## config.mk

```make
export PLATFORM = sky130hd
export DESIGN_NAME = capture_bram_arbiter
export DESIGN_NICKNAME = d
export VERILOG_FILES = /design/src/rtl/capture_pkg.sv /design/src/rtl/capture_clear_engine.sv /design/src/rtl/capture_bram_arbiter.sv
export SDC_FILE = /design/constraint.sdc
export NUM_CORES = 1
export LEC_CHECK = 0
export BUFFER_PORTS_ARGS = -buffer_cell sky130_fd_sc_hd__buf_2
export CORE_UTILIZATION = 34
export CTS_CLUSTER_SIZE = 10
export DETAILED_ROUTE_END_ITERATION = 8
export GPL_ROUTABILITY_DRIVEN = 0
export PLACE_DENSITY_LB_ADDON = 0.05
export SKIP_LAST_GASP = 1
export SYNTH_ARGS = -nofsm -noshare
export SYNTH_HDL_FRONTEND = slang
export SYNTH_SLANG_ARGS = --single-unit
```

## constraint.sdc

```tcl
create_clock -name clk -period 2.6 [get_ports clk]
set_input_delay 0.39 -clock clk [delete_from_list [all_inputs] [get_ports clk]]
set_output_delay 0.39 -clock clk [all_outputs]
set_load 0.02 [all_outputs]
```

## src/rtl/capture_pkg.sv

```systemverilog
// Shared types for the capture BRAM arbiter: default widths, FSM state
// encodings and the per-cycle grant selector.
package capture_pkg;

  localparam int CAP_ADDR_W = 18;
  localparam int CAP_DATA_W = 8;

  typedef enum logic {C_IDLE, C_RUN} clr_state_t;
  typedef enum logic {R_IDLE, R_WAIT} rd_state_t;
  typedef enum logic [1:0] {G_NONE, G_CAP, G_CLR, G_RD} grant_t;

endpackage

```

## src/rtl/capture_clear_engine.sv

```systemverilog
// Zero-fill sweep engine: walks the clear pointer from 0 to LAST_ADDR,
// advancing only on cycles where the arbiter grants its write request.
module capture_clear_engine
  import capture_pkg::*;
#(
  parameter int          ADDR_W    = CAP_ADDR_W,
  parameter int unsigned LAST_ADDR = 2**ADDR_W-1
) (
  input  logic              clk,
  input  logic              reset,
  input  logic              i_start,
  input  logic              i_granted,
  output logic              o_req,
  output logic [ADDR_W-1:0] o_addr,
  output logic              o_busy,
  output logic              o_done
);

  localparam logic [ADDR_W-1:0] L_LAST = ADDR_W'(LAST_ADDR);

  clr_state_t        r_state;
  clr_state_t        w_next;
  logic [ADDR_W-1:0] r_ptr;
  logic              r_done;
  logic              w_last;

  assign w_last = (r_ptr == L_LAST);

  always_ff @(posedge clk or posedge reset) begin
    if (reset) r_state <= C_IDLE;
    else       r_state <= w_next;
  end

  // A start pulse during a sweep is ignored: only C_IDLE looks at i_start.
  always_comb begin
    w_next = r_state;
    case (r_state)
      C_IDLE: if (i_start) w_next = C_RUN;
      C_RUN:  if (i_granted && w_last) w_next = C_IDLE;
    endcase
  end

  always_ff @(posedge clk or posedge reset) begin
    if (reset) begin
      r_ptr  <= '0;
      r_done <= 1'b0;
    end else begin
      r_done <= (r_state == C_RUN) && i_granted && w_last;
      if (r_state == C_IDLE && i_start)
        r_ptr <= '0;
      else if (r_state == C_RUN && i_granted)
        r_ptr <= r_ptr + ADDR_W'(1);
    end
  end

  always_comb begin
    o_req  = (r_state == C_RUN);
    o_busy = (r_state == C_RUN);
    o_addr = r_ptr;
    o_done = r_done;
  end

endmodule

```

## src/rtl/capture_bram_arbiter.sv

```systemverilog
// Single-port capture BRAM arbiter: capture > clear > read, fixed priority,
// with all BRAM-facing signals registered and one outstanding host read.
module capture_bram_arbiter
  import capture_pkg::*;
#(
  parameter int          ADDR_W    = CAP_ADDR_W,
  parameter int          DATA_W    = CAP_DATA_W,
  parameter int          RD_LAT    = 1,
  parameter int unsigned LAST_ADDR = 2**ADDR_W-1
) (
  input  logic              clk,
  input  logic              reset,
  input  logic              cap_we,
  input  logic [ADDR_W-1:0] cap_addr,
  input  logic [DATA_W-1:0] cap_din,
  input  logic              clr_start,
  output logic              clr_busy,
  output logic              clr_done,
  input  logic              rd_req,
  input  logic [ADDR_W-1:0] rd_addr,
  output logic              rd_ack,
  output logic              rd_valid,
  output logic [DATA_W-1:0] rd_data,
  output logic              bram_en,
  output logic              bram_we,
  output logic [ADDR_W-1:0] bram_addr,
  output logic [DATA_W-1:0] bram_din,
  input  logic [DATA_W-1:0] bram_dout
);

  grant_t            w_grant;
  logic              w_clr_req;
  logic [ADDR_W-1:0] w_clr_addr;
  rd_state_t         r_rd_state;
  rd_state_t         w_rd_next;
  logic [1:0]        r_wait_cnt;
  logic              w_rd_done;
  logic              w_rd_free;

  capture_clear_engine #(
    .ADDR_W    (ADDR_W),
    .LAST_ADDR (LAST_ADDR)
  ) u_clear (
    .clk       (clk),
    .reset     (reset),
    .i_start   (clr_start),
    .i_granted (w_grant == G_CLR),
    .o_req     (w_clr_req),
    .o_addr    (w_clr_addr),
    .o_busy    (clr_busy),
    .o_done    (clr_done)
  );

  always_comb begin
    w_grant = G_NONE;
    if (cap_we)                    w_grant = G_CAP;
    else if (w_clr_req)            w_grant = G_CLR;
    else if (rd_req && w_rd_free)  w_grant = G_RD;
  end

  always_ff @(posedge clk or posedge reset) begin
    if (reset) r_rd_state <= R_IDLE;
    else       r_rd_state <= w_rd_next;
  end

  // The edge that retires a read may also grant the next one.
  always_comb begin
    w_rd_next = r_rd_state;
    case (r_rd_state)
      R_IDLE: if (w_grant == G_RD) w_rd_next = R_WAIT;
      R_WAIT: if (w_rd_done) w_rd_next = (w_grant == G_RD) ? R_WAIT : R_IDLE;
    endcase
  end

  always_comb begin
    w_rd_done = (r_rd_state == R_WAIT) && (r_wait_cnt == 2'(RD_LAT));
    w_rd_free = (r_rd_state == R_IDLE) || w_rd_done;
  end

  always_ff @(posedge clk or posedge reset) begin
    if (reset) begin
      r_wait_cnt <= '0;
      rd_ack     <= 1'b0;
      rd_valid   <= 1'b0;
      rd_data    <= '0;
    end else begin
      rd_ack   <= (w_grant == G_RD);
      rd_valid <= w_rd_done;
      if (w_rd_done) rd_data <= bram_dout;
      if (w_grant == G_RD)            r_wait_cnt <= '0;
      else if (r_rd_state == R_WAIT)  r_wait_cnt <= r_wait_cnt + 2'd1;
    end
  end

  // Idle cycles drop en/we but leave address and data where they were.
  always_ff @(posedge clk or posedge reset) begin
    if (reset) begin
      bram_en   <= 1'b0;
      bram_we   <= 1'b0;
      bram_addr <= '0;
      bram_din  <= '0;
    end else begin
      case (w_grant)
        G_CAP: begin
          bram_en   <= 1'b1;
          bram_we   <= 1'b1;
          bram_addr <= cap_addr;
          bram_din  <= cap_din;
        end
        G_CLR: begin
          bram_en   <= 1'b1;
          bram_we   <= 1'b1;
          bram_addr <= w_clr_addr;
          bram_din  <= '0;
        end
        G_RD: begin
          bram_en   <= 1'b1;
          bram_we   <= 1'b0;
          bram_addr <= rd_addr;
        end
        default: begin
          bram_en <= 1'b0;
          bram_we <= 1'b0;
        end
      endcase
    end
  end

endmodule
```

==> flow_summary_export.csv <==
group,metric,value,unit
outcome,status,"finished, final reports clean",
routing,drc,0,
global_route,grt_max_degree,31,
sta,finalSetupViolations,0,
sta,rsz0062_at_grt,"false",
cts,cts.sinks,61,
routing,postRouteAntennaNets,0,
global_route,antenna_found_initial,1,
place,pre_cts_slack,0.466,ns
power_and_ir_drop,total_power,0.00217,W
synth,synthCells,258,
synth,synth_seq_cells,61,
cells_and_area,n_antenna_cell,0,
floorplanning,core,0.00789,mm²
routing,drt-total-wl,7.47,mm
floorplanning,initial_utilization,35.9,%
worst_setup_path,critPathLaunchType,"flip-flop",
cells_and_area,fin_util,45.2,%
synth,synth_nets,317,
worst_setup_path,reg2reg_slack,0.46,ns
worst_setup_path,rr_worst_depth,4,
power_and_ir_drop,powerDensity,608,mW/mm²
cts,clkTransAtPathRegs,0.08,ns
run,max_cap_viol_count,0,
worst_setup_path,startpoint,"u_clear.o_busy",
global_route,grt_pass1_wl,12.4,mm
floorplanning,die_h,93.2,µm
cells_and_area,final_nets,413,
synth,avgSynthCellArea,11.0,µm²
floorplanning,die_w,93.2,µm
worst_setup_path,critPathKind,"flip-flop to flip-flop",
worst_setup_path,rr_startpoint,"u_clear.o_busy",
synth,yosysMostFrequentCell,"dfrtp_1",
worst_hold_path,hold_path_class,"input port to async pin",
sta,finalHoldViolCount,0,
sta,worst_pin_slew,0.711,ns
synth,synth_edf_count,0,
sta,fmaxAchievable,0.467,GHz
worst_setup_path,cp.required,2.85,ns
cts,cts_root_buffer,"clkbuf_8",
sta,relSlewSlack,52.6,%
power_and_ir_drop,p_leak,1.69,nW
worst_setup_path,arrival,2.39,ns
synth,synth_warnings,0,
cts,cts_resized,0,
routing,viasPerCell,5.20,
routing,firstDrtPassIters,4,
cts,clk_latency,0.34,ns
synth,yosysSeqAreaShare,54.0,%
cts,holdBufCountCts,0,
sta,setup_slack,0.460,ns
sta,fin_crit,2.14,ns
worst_setup_path,cp-endpoint,"u_clear.o_addr[11]",
synth,synth_top_area_cell,"dfrtp_1",
cells_and_area,drive_above_1_share,36.8,%
sta,period_share,82.3,%
place,portBuffers,96,
cts,numCtsBuffers,9,
global_route,grt_util_all_layers,18.8,%
global_route,grt-ovfl-total,0,
power_and_ir_drop,ir_drop,0.212,mV
floorplanning,dieArea,0.00869,mm²
floorplanning,io_pins,97,
cts,cts.path.max_buffers,2,
synth,synth.top_cell.area_share,54.0,%
synth,synthFlopType,"dfrtp_1",
synth,async_flop_share,100,%
cts,htreeDepth,3,
routing,drtIter0Drc,144,
worst_setup_path,end_kind,"flip-flop",
synth,synth.area.top_cells,"dfrtp_1, o21ai_0, a221oi_1",
sta,slew_viol_final,0,
sta,tns,0,ns
worst_setup_path,cp_max_fo,30,
cells_and_area,area_delta_synth_final,26.2,%
sta,finClkSkew,0.00930,ns
synth,synth_cell_types,39,
global_route,grt_pass1_vias,2372,
synth,synth_top_cells_by_count,"dfrtp_1, o21ai_0, nand2_1",
cts,cts_setup_buffers,0,
routing,wire_per_inst,16.2,µm
worst_setup_path,reg2reg_to,"u_clear.o_addr[11]",
synth,netlist_area,0.00283,mm²
place,hpwl,5.40,mm
cts,tritoncts,"built",
routing,via_count,2397,
floorplanning,rows,32,
[logic make-up (layout without fill, tap and decap cells)]
family	count (synthesis)	count (layout)	synth area share (%)
AOI/OAI and AO/OA	83	83	21.3
and+or+nand+nor	72	72	13.7
DFF	61	61	54.0
buffers and inverters	22	123	3.63
muxes	14	14	5.31
xor gates and xnor gates	4	4	1.24
adders and majority gates	2	2	0.885
[where the power goes]
part / switching [W] / internal, W
registers: 0.0000693 / 0.00102
logic: 0.000168 / 0.000140
clock network: 0.000397 / 0.000372
[registers in the layout, summed over array words and instances, names as in the netlist]
signal          count
bram_addr          18
bram_din            8
bram_en             1
bram_we             1
r_rd_state          1
r_wait_cnt          2
rd_ack              1
rd_data             8
rd_valid            1
u_clear.o_addr     18
u_clear.o_busy      1
u_clear.o_done      1
[through the flow]
| step | hold slack (ns) | cells | cell area [µm²] |
|---|---|---|---|
| 3_3_place_gp | 0.433 | 445 | 3390 |
| 6_report | 0.0453 | 461 | 3570 |
| 3_5_place_dp | 0.437 | 445 | 3390 |
| 5_1_grt | 0.0864 | 461 | 3570 |
| 2_1_floorplan | 0.467 | 258 | 2830 |
| 4_1_cts | 0.0648 | 461 | 3570 |
[worst max-delay path: stages, from the launching register on]
cell	delay, ns
dfrtp_1	0.63
and2b_2	0.60
nand4_2	0.23
or4_1	0.50
o21ai_0	0.09
[placed cells by master (no fill, tap or decap), drive strengths merged, types with 4 or more instances in the layout]
cell type    n
a221oi      18
a2bb2oi     18
buf        100
clkbuf      11
dfrtp       61
inv          7
mux2         8
mux2i        6
nand2       26
nand2b       8
nand3        5
nand4        7
nor2        10
nor3         4
o21ai       33
[worst min path at each step]
| stage | from | endpoint | cells past startpoint |
|---|---|---|---|
| floorplan | u_clear.o_addr[17] | u_clear.o_addr[17] | 1 |
| detailed placement | reset | bram_din[6] | 2 |
| CTS | reset | bram_din[6] | 2 |
| finish | reset | bram_din[6] | 2 |
| global route | reset | bram_din[6] | 2 |
| global placement | reset | bram_din[6] | 2 |
[area by class of cell]
class | instances | area (µm²)
Clock inverter | 5 | 36.3
Timing Repair Buffer | 100 | 510
Clock buffer | 11 | 141
Multi-Input combinational cell | 175 | 1200
Tap cell | 102 | 128
Sequential cell | 61 | 1530
Inverter | 7 | 26.3
Fill cell | 803 | 4320
[routing by layer]
metal	global-route usage [%]	wire length, µm
met1	26.8	3710
met2	27.1	3140
met3	4.96	495
met4	7.31	104
met5	0	13
(Power assumes the default switching activity.)
